`src/rtl/multicycle_control_unit.sv`:
```
// multicycle_control_unit
//   Moore control FSM for the multicycle RV32I subset (lw, sw, R-type,
//   I-type ALU, beq, jal). The FSM advances one datapath step per clock.
//   Ports:
//     clk, rst_n              clock and asynchronous active-low reset
//     op, funct3, funct7b5    decoded fields of the registered instruction
//     zero                    ALU zero flag, used only in BEQ
//     immsrc                  immediate format select for Extend_unit
//     alusrca, alusrcb        ALU operand selects
//     resultsrc, alucontrol   result select and ALU operation
//     adrsrc                  memory address select
//     irwrite, pcwrite        IR/OldPC and PC load strobes
//     regwrite, memwrite      register-file and data-memory write strobes
//     state_o                 current state code
module multicycle_control_unit (
  input  logic       clk,
  input  logic       rst_n,
  input  logic [6:0] op,
  input  logic [2:0] funct3,
  input  logic       funct7b5,
  input  logic       zero,
  output logic [1:0] immsrc,
  output logic [1:0] alusrca,
  output logic [1:0] alusrcb,
  output logic [1:0] resultsrc,
  output logic [2:0] alucontrol,
  output logic       adrsrc,
  output logic       irwrite,
  output logic       pcwrite,
  output logic       regwrite,
  output logic       memwrite,
  output logic [3:0] state_o
);

  localparam int unsigned STATE_W = 4;

  localparam logic [6:0] OP_LOAD  = 7'b0000011;
  localparam logic [6:0] OP_STORE = 7'b0100011;
  localparam logic [6:0] OP_RTYPE = 7'b0110011;
  localparam logic [6:0] OP_ITYPE = 7'b0010011;
  localparam logic [6:0] OP_BEQ   = 7'b1100011;
  localparam logic [6:0] OP_JAL   = 7'b1101111;

  typedef enum logic [STATE_W-1:0] {
    S_FETCH    = 4'd0,
    S_DECODE   = 4'd1,
    S_MEMADR   = 4'd2,
    S_MEMREAD  = 4'd3,
    S_MEMWB    = 4'd4,
    S_MEMWRITE = 4'd5,
    S_EXECR    = 4'd6,
    S_EXECI    = 4'd7,
    S_ALUWB    = 4'd8,
    S_BEQ      = 4'd9,
    S_JAL      = 4'd10
  } state_e;

  state_e     state_q, state_d;
  logic [1:0] aluop_c;
  logic       branch_c;
  logic       pcupdate_c;
  logic       irwrite_c;
  logic       regwrite_c;
  logic       memwrite_c;

  // State register
  always_ff @(posedge clk or negedge rst_n) begin
    if (!rst_n) begin
      state_q <= S_FETCH;
    end else begin
      state_q <= state_d;
    end
  end

  // Next-state, per-state controls and ALU decode
  always_comb begin
    state_d    = S_FETCH;
    alusrca    = 2'b00;
    alusrcb    = 2'b00;
    resultsrc  = 2'b00;
    adrsrc     = 1'b0;
    aluop_c    = 2'b00;
    branch_c   = 1'b0;
    pcupdate_c = 1'b0;
    irwrite_c  = 1'b0;
    regwrite_c = 1'b0;
    memwrite_c = 1'b0;
    alucontrol = 3'b000;

    unique case (state_q)
      S_FETCH: begin
        state_d    = S_DECODE;
        alusrcb    = 2'b10;
        resultsrc  = 2'b10;
        irwrite_c  = 1'b1;
        pcupdate_c = 1'b1;
      end
      S_DECODE: begin
        alusrca = 2'b01;
        alusrcb = 2'b01;
        // Unsupported opcodes fall back to FETCH, skipping the instruction
        case (op)
          OP_LOAD, OP_STORE: state_d = S_MEMADR;
          OP_RTYPE:          state_d = S_EXECR;
          OP_ITYPE:          state_d = S_EXECI;
          OP_BEQ:            state_d = S_BEQ;
          OP_JAL:            state_d = S_JAL;
          default:           state_d = S_FETCH;
        endcase
      end
      S_MEMADR: begin
        state_d = op[5] ? S_MEMWRITE : S_MEMREAD;
        alusrca = 2'b10;
        alusrcb = 2'b01;
      end
      S_MEMREAD: begin
        state_d = S_MEMWB;
        adrsrc  = 1'b1;
      end
      S_MEMWB: begin
        resultsrc  = 2'b01;
        regwrite_c = 1'b1;
      end
      S_MEMWRITE: begin
        adrsrc     = 1'b1;
        memwrite_c = 1'b1;
      end
      S_EXECR: begin
        state_d = S_ALUWB;
        alusrca = 2'b10;
        aluop_c = 2'b10;
      end
      S_EXECI: begin
        state_d = S_ALUWB;
        alusrca = 2'b10;
        alusrcb = 2'b01;
        aluop_c = 2'b10;
      end
      S_ALUWB: begin
        regwrite_c = 1'b1;
      end
      S_BEQ: begin
        alusrca  = 2'b10;
        aluop_c  = 2'b01;
        branch_c = 1'b1;
      end
      S_JAL: begin
        state_d    = S_ALUWB;
        alusrca    = 2'b01;
        alusrcb    = 2'b10;
        pcupdate_c = 1'b1;
      end
      default: state_d = S_FETCH;
    endcase

    // Subtract only for R-type sub; I-type addi ignores instr[30]
    case (aluop_c)
      2'b01:   alucontrol = 3'b001;
      2'b10: begin
        case (funct3)
          3'b000:  alucontrol = (op[5] & funct7b5) ? 3'b001 : 3'b000;
          3'b010:  alucontrol = 3'b101;
          3'b110:  alucontrol = 3'b011;
          3'b111:  alucontrol = 3'b010;
          default: alucontrol = 3'b000;
        endcase
      end
      default: alucontrol = 3'b000;
    endcase
  end

  // Immediate format follows the opcode regardless of state
  always_comb begin
    immsrc = 2'b00;
    case (op)
      OP_STORE: immsrc = 2'b01;
      OP_BEQ:   immsrc = 2'b10;
      OP_JAL:   immsrc = 2'b11;
      default:  immsrc = 2'b00;
    endcase
  end

  // Strobes are held low for the whole reset pulse, even though FETCH is showing
  assign irwrite  = rst_n & irwrite_c;
  assign pcwrite  = rst_n & (pcupdate_c | (branch_c & zero));
  assign regwrite = rst_n & regwrite_c;
  assign memwrite = rst_n & memwrite_c;
  assign state_o  = STATE_W'(state_q);

endmodule
```
`config.mk`:
```
export PLATFORM = sky130hd
export DESIGN_NAME = multicycle_control_unit
export DESIGN_NICKNAME = d
export VERILOG_FILES = /design/src/rtl/multicycle_control_unit.sv
export SDC_FILE = /design/constraint.sdc
export NUM_CORES = 1
export LEC_CHECK = 0
export ABC_AREA = 1
export CORE_UTILIZATION = 36
export CTS_BUF_LIST = sky130_fd_sc_hd__clkbuf_4
export DETAILED_ROUTE_END_ITERATION = 10
export MAX_ROUTING_LAYER = met4
export PLACE_DENSITY_LB_ADDON = 0.15
export SLEW_MARGIN = 30
export SYNTH_ARGS = -nofsm -noshare
export SYNTH_HDL_FRONTEND = slang
export SYNTH_SLANG_ARGS = --single-unit
```
`constraint.sdc`:
```
create_clock -name clk -period 1.67 [get_ports clk]
set_input_delay 0.2505 -clock clk [delete_from_list [all_inputs] [get_ports clk]]
set_output_delay 0.2505 -clock clk [all_outputs]
set_load 0.02 [all_outputs]
```
==> results of run 1 <==
cells by family after synthesis:
logic type	after synthesis
AND/OR/NAND/NOR	60
adder cells (fa/ha/maj)	2
flip-flops	4
AO/OA/AOI/OAI	6
buffers and inverters	18
repair_timing:
item,in CTS
buffers inserted,3
gates resized for setup,79
setup endpoints to repair,16
pin swaps,9
metrics by stage:
step / hold WS, ns / setup WS, ns / instances / cell area [um^2]
2_1_floorplan: -0.0451 / -0.00228 / 90 / 547
3_3_place_gp: 0.542 / -0.426 / 164 / 1090
3_5_place_dp: 0.554 / -0.498 / 164 / 1090
4_1_cts: 0.311 / -0.191 / 170 / 1150
metal layers:
layer  GRT overflow  GRT usage, %
met3              0          44.5
met5              -             -
met1              0          60.2
met2              2          84.2
met4              3          72.4
==> qor.yml, run 1 <==
syn_inst: 90
io_pins: 34
yosys.area_share.adder_pct: 5.05
synth_top_family_by_area: "simple AND/OR/NAND/NOR gates"
ys_types: 15
grt_usage_pct: 65.6
postCtsHoldBufs: 0
synth.area.top_cells: "dfrtp_1 20%, nand2_1 18%, nor2_1 12%, inv_1 11%, nand3_1 8.1%"
fp.dieW_um: 39.1
async_reset_ff_share_pct: 100
num_rows: 13
cts_buffers: 3
haltStage: "5_1_grt"
die_h_um: 39.1
yosysWarningCount: 0
status: "aborted with a tool error"
synth_xor_area_share_pct: 0
syn_area_um2: 495
yosys.area_share.simple_pct: 54.5
io_buffers: 33
grt_max_degree: 7
muxShareOfSynthArea_pct: 0
dp_hpwl_um: 1550
synth.most_common_cell: "nand2_1"
clk_path_buf_depth: 2
yosysSeqAreaShare_pct: 20.2
tool.error: "[ERROR GRT-0232] Routing congestion too high. Check the congestion heatmap in the GUI."
synth_compound_area_share_pct: 6.57
htreeDepth: 1
start_util_pct: 38.6
grt-ovfl-total: 5
ys_ff_latch: 4
root_buffer: "clkbuf_4"
syn_area_per_cell_um2: 5.51
synth_edf_count: 0
synth_flop_cell: "dfrtp_1"
yosysTopAreaCell: "dfrtp_1"
grt-worst-endpoint: "alucontrol[0]"
synth.top_cell.area_share_pct: 20.2
worst-ep-kind: "top-level output"
synth_nets: 106
clock_sinks: 4
gp_congestion: 0.831
synthTopCellsByCount: "24 x nand2_1, 16 x nor2_1, 15 x inv_1"
==> run 2: changes to the inputs <==
--- a/config.mk
+++ b/config.mk
@@ -6,10 +6,9 @@
 export NUM_CORES = 1
 export LEC_CHECK = 0
 export ABC_AREA = 1
-export CORE_UTILIZATION = 36
-export CTS_BUF_LIST = sky130_fd_sc_hd__clkbuf_4
+export CORE_AREA = 2 2 63 65
 export DETAILED_ROUTE_END_ITERATION = 10
-export MAX_ROUTING_LAYER = met4
+export DIE_AREA = 0 0 65 67
 export PLACE_DENSITY_LB_ADDON = 0.15
 export SLEW_MARGIN = 30
 export SYNTH_ARGS = -nofsm -noshare
==> run 2 against run 1 <==
The flow now finishes, with violations (setup timing). Synthesized area stayed put. Synthesized cell count stayed put.
==> qor.yml, run 2 <==
setup_violations: 5
largest_register_ffs: 4
worstPathArrival_ns: 1.56
r2r_slack_ns: 0.37
synth_nets: 106  # unchanged
min_period_ns: 1.81
synthTopCellsByCount: "24 x nand2_1, 16 x nor2_1, 15 x inv_1"  # unchanged
crit_path_end: "alucontrol[2]"
hold_violations: 0
root_buffer: "clkbuf_8"  # was clkbuf_4
syn_area_per_cell_um2: 5.51  # unchanged
start_util_pct: 13.7  # was 38.6%
detail_route.wirelength_um: 1820
io_pins: 34  # unchanged
multi_input_area_um2: 448
first_pass_iters: 6
gp_congestion: 0.780  # was 0.831
cts_buffers: 3  # unchanged
synth.area.top_cells: "dfrtp_1 20%, nand2_1 18%, nor2_1 12%, inv_1 11%, nand3_1 8.1%"  # unchanged
end_kind: "output pin"
r2r_end: "state_o[2]$_DFF_PN0_"
antenna_found_initial: 0
peakVddDrop_mv: 0.178
placed_cell_area_um2: 1150  # was 1090 um^2
path_class: "flop to output pin"
yosysSeqAreaShare_pct: 20.2  # unchanged
drv_slew: 0
syn_area_um2: 495  # unchanged
status: "finished with violations"  # was aborted with a tool error
fp.dieW_um: 65  # was 39.1 um
ys_ff_latch: 4  # unchanged
syn_inst: 90  # unchanged
crit_slowest_cell: "dfrtp_2"
rsz0062_at_grt: "true"
drt_iter0_markers: 16
fillers: 400
worst-slew-pin-transition_ns: 0.235
synth.most_common_cell: "nand2_1"  # unchanged
synth_edf_count: 0  # unchanged
syn2layout_area_growth_pct: 157
ys_types: 15  # unchanged
final_common_cell: "buf_4"
yosysTopAreaCell: "dfrtp_1"  # unchanged
dp_hpwl_um: 1570  # was 1550 um
cp-start-kind: "flop"
hold_class: "input port to async pin"
die_h_um: 67  # was 39.1 um
viasPerCell: 3.78
synth_flop_cell: "dfrtp_1"  # unchanged
dieArea_um2: 4360
grt_max_degree: 7
rr_worst_depth: 8
dr_total_vias: 782
clk_latency_ns: 0.21
io_buffers: 33  # unchanged
tritoncts: "done"
post_drt_wl_per_cell_um: 8.81
maxCapViolations: 0
diodes: 0
fmax_mhz: 553
clk_pin_slew_ns: 0.03
stdcell_area_um2: 1270
synth.top_cell.area_share_pct: 20.2  # unchanged
worstReg2RegStart: "state_o[2]$_DFF_PN0_"
final_nets: 177
drt_drc_violations_left: 0
grt-ovfl-total: 0
clock_sinks: 4  # unchanged
num_rows: 22  # was 13
cellPowerDensity_nw_per_um2: 768
async_reset_ff_share_pct: 100  # unchanged
violations: "setup timing"
crit_fanout: 3
clk_path_buf_depth: 2  # unchanged
relSlewSlack_pct: 84.3
path_common_cell: "nand2_4"
critPathRequiredTime_ns: 1.42
grt_usage_pct: 8.91
ant_nets: 0
grt_pass1_wl_um: 3060
dp_cells: 200  # was 164
htreeDepth: 1  # unchanged
startpoint: "state_o[3]$_DFF_PN0_"
cp_cell_sequence: "inv_4 > nand2_4 > nor2_4 > ha_4 > nand2_4 > nor4_4 > buf_4"
yosysWarningCount: 0  # unchanged
layout-drive-gt1-share_pct: 54.1
core_um2: 3610
finalCritPeriodShare_pct: 108
grt_pass1_vias: 768
cpPeakStageDelay_ns: 0.41
leakage_nw: 0.693
seq_area_um2: 105
postCtsHoldBufs: 0  # unchanged
final-instance-count-excl-fill: 207
skew_ns: 0.00332
layout_common_cells: "34 x buf_4, 19 x nand2_1, 15 x clkdlybuf4s50_1"
fin_ws_ns: -0.140
-- run 2: cell counts after synthesis --
Identical to the previous run, type by type.
-- run 2: report_power, final --
| group | total, mW | switching (mW) | internal, mW |
|---|---|---|---|
| Sequential | 0.130 | 0.0144 | 0.116 |
| Clock | 0.198 | 0.0448 | 0.153 |
| Combinational | 0.650 | 0.360 | 0.291 |
| Total | 0.979 | 0.419 | 0.560 |
-- run 2: layout make-up --
cell class / instances / share of cell area, %
Sequential cell: 4 / 8.25
Multi-Input combinational cell: 68 / 35.2
Inverter: 18 / 5.50
Timing Repair Buffer: 66 / 43.1
Clock buffer: 3 / 3.24
Tap cell: 48 / 4.72
-- run 2: cell families after synthesis --
| family | synth area share (%) |
|---|---|
| AO/OA/AOI/OAI | 6.57 |
| buffers and inverters | 13.6 |
| AND/OR/NAND/NOR | 54.5 |
| adder cells (fa/ha/maj) | 5.05 |
| flip-flops | 20.2 |
-- run 2: worst max-delay path, delay by kind of cell (launching register included) --
family / cells / cell delay [ns]
and+or+nand+nor: 4 / 0.52
buffers and inverters: 2 / 0.26
DFF: 1 / 0.41
adders and majority gates: 1 / 0.16
-- run 2: worst min-delay path by stage --
| stage | slack [ns] | endpoint | startpoint | depth (start not counted) |
|---|---|---|---|---|
| after CTS | 0.33 | state_o[3]$_DFF_PN0_ | rst_n | 2 |
| after global routing | 0.34 | state_o[2]$_DFF_PN0_ | rst_n | 2 |
| after detailed placement | 0.55 | state_o[3]$_DFF_PN0_ | rst_n | 2 |
| after floorplan | -0.05 | state_o[0]$_DFF_PN0_ | rst_n | 0 |
| final | 0.34 | state_o[2]$_DFF_PN0_ | rst_n | 2 |
| after global placement | 0.56 | state_o[2]$_DFF_PN0_ | rst_n | 2 |
-- run 2: metal layers --
layer,vias to the layer above,GRT usage [%],routed length (um)
li1,416,-,-
met3,0,3.04,137
met2,30,16.6,939
met5,-,0,0
met4,0,1.60,0
met1,336,9.81,747
-- run 2: stage by stage --
stage          setup TNS [ns]  hold slack, ns  power (mW)  util (%)  worst slack [ns]
2_1_floorplan        -0.00228         -0.0451       0.433         -          -0.00228
3_3_place_gp            -3.54           0.563       0.808      32.0            -0.424
3_5_place_dp            -3.74           0.552       0.807      32.0            -0.463
4_1_cts                -0.356           0.333       0.972      32.9            -0.163
5_1_grt                -0.776           0.344        1.05      35.3            -0.194
6_report               -0.370           0.337       0.979      35.3            -0.140
-- run 2: what timing repair did --
action / 4_1_cts / 5_1_grt
resized for setup: 69 / 31
setup buffers: 1 / 3
endpoints found under the setup margin: 16 / 15
pin swaps: 5 / 5
(Power assumes the default switching activity.)
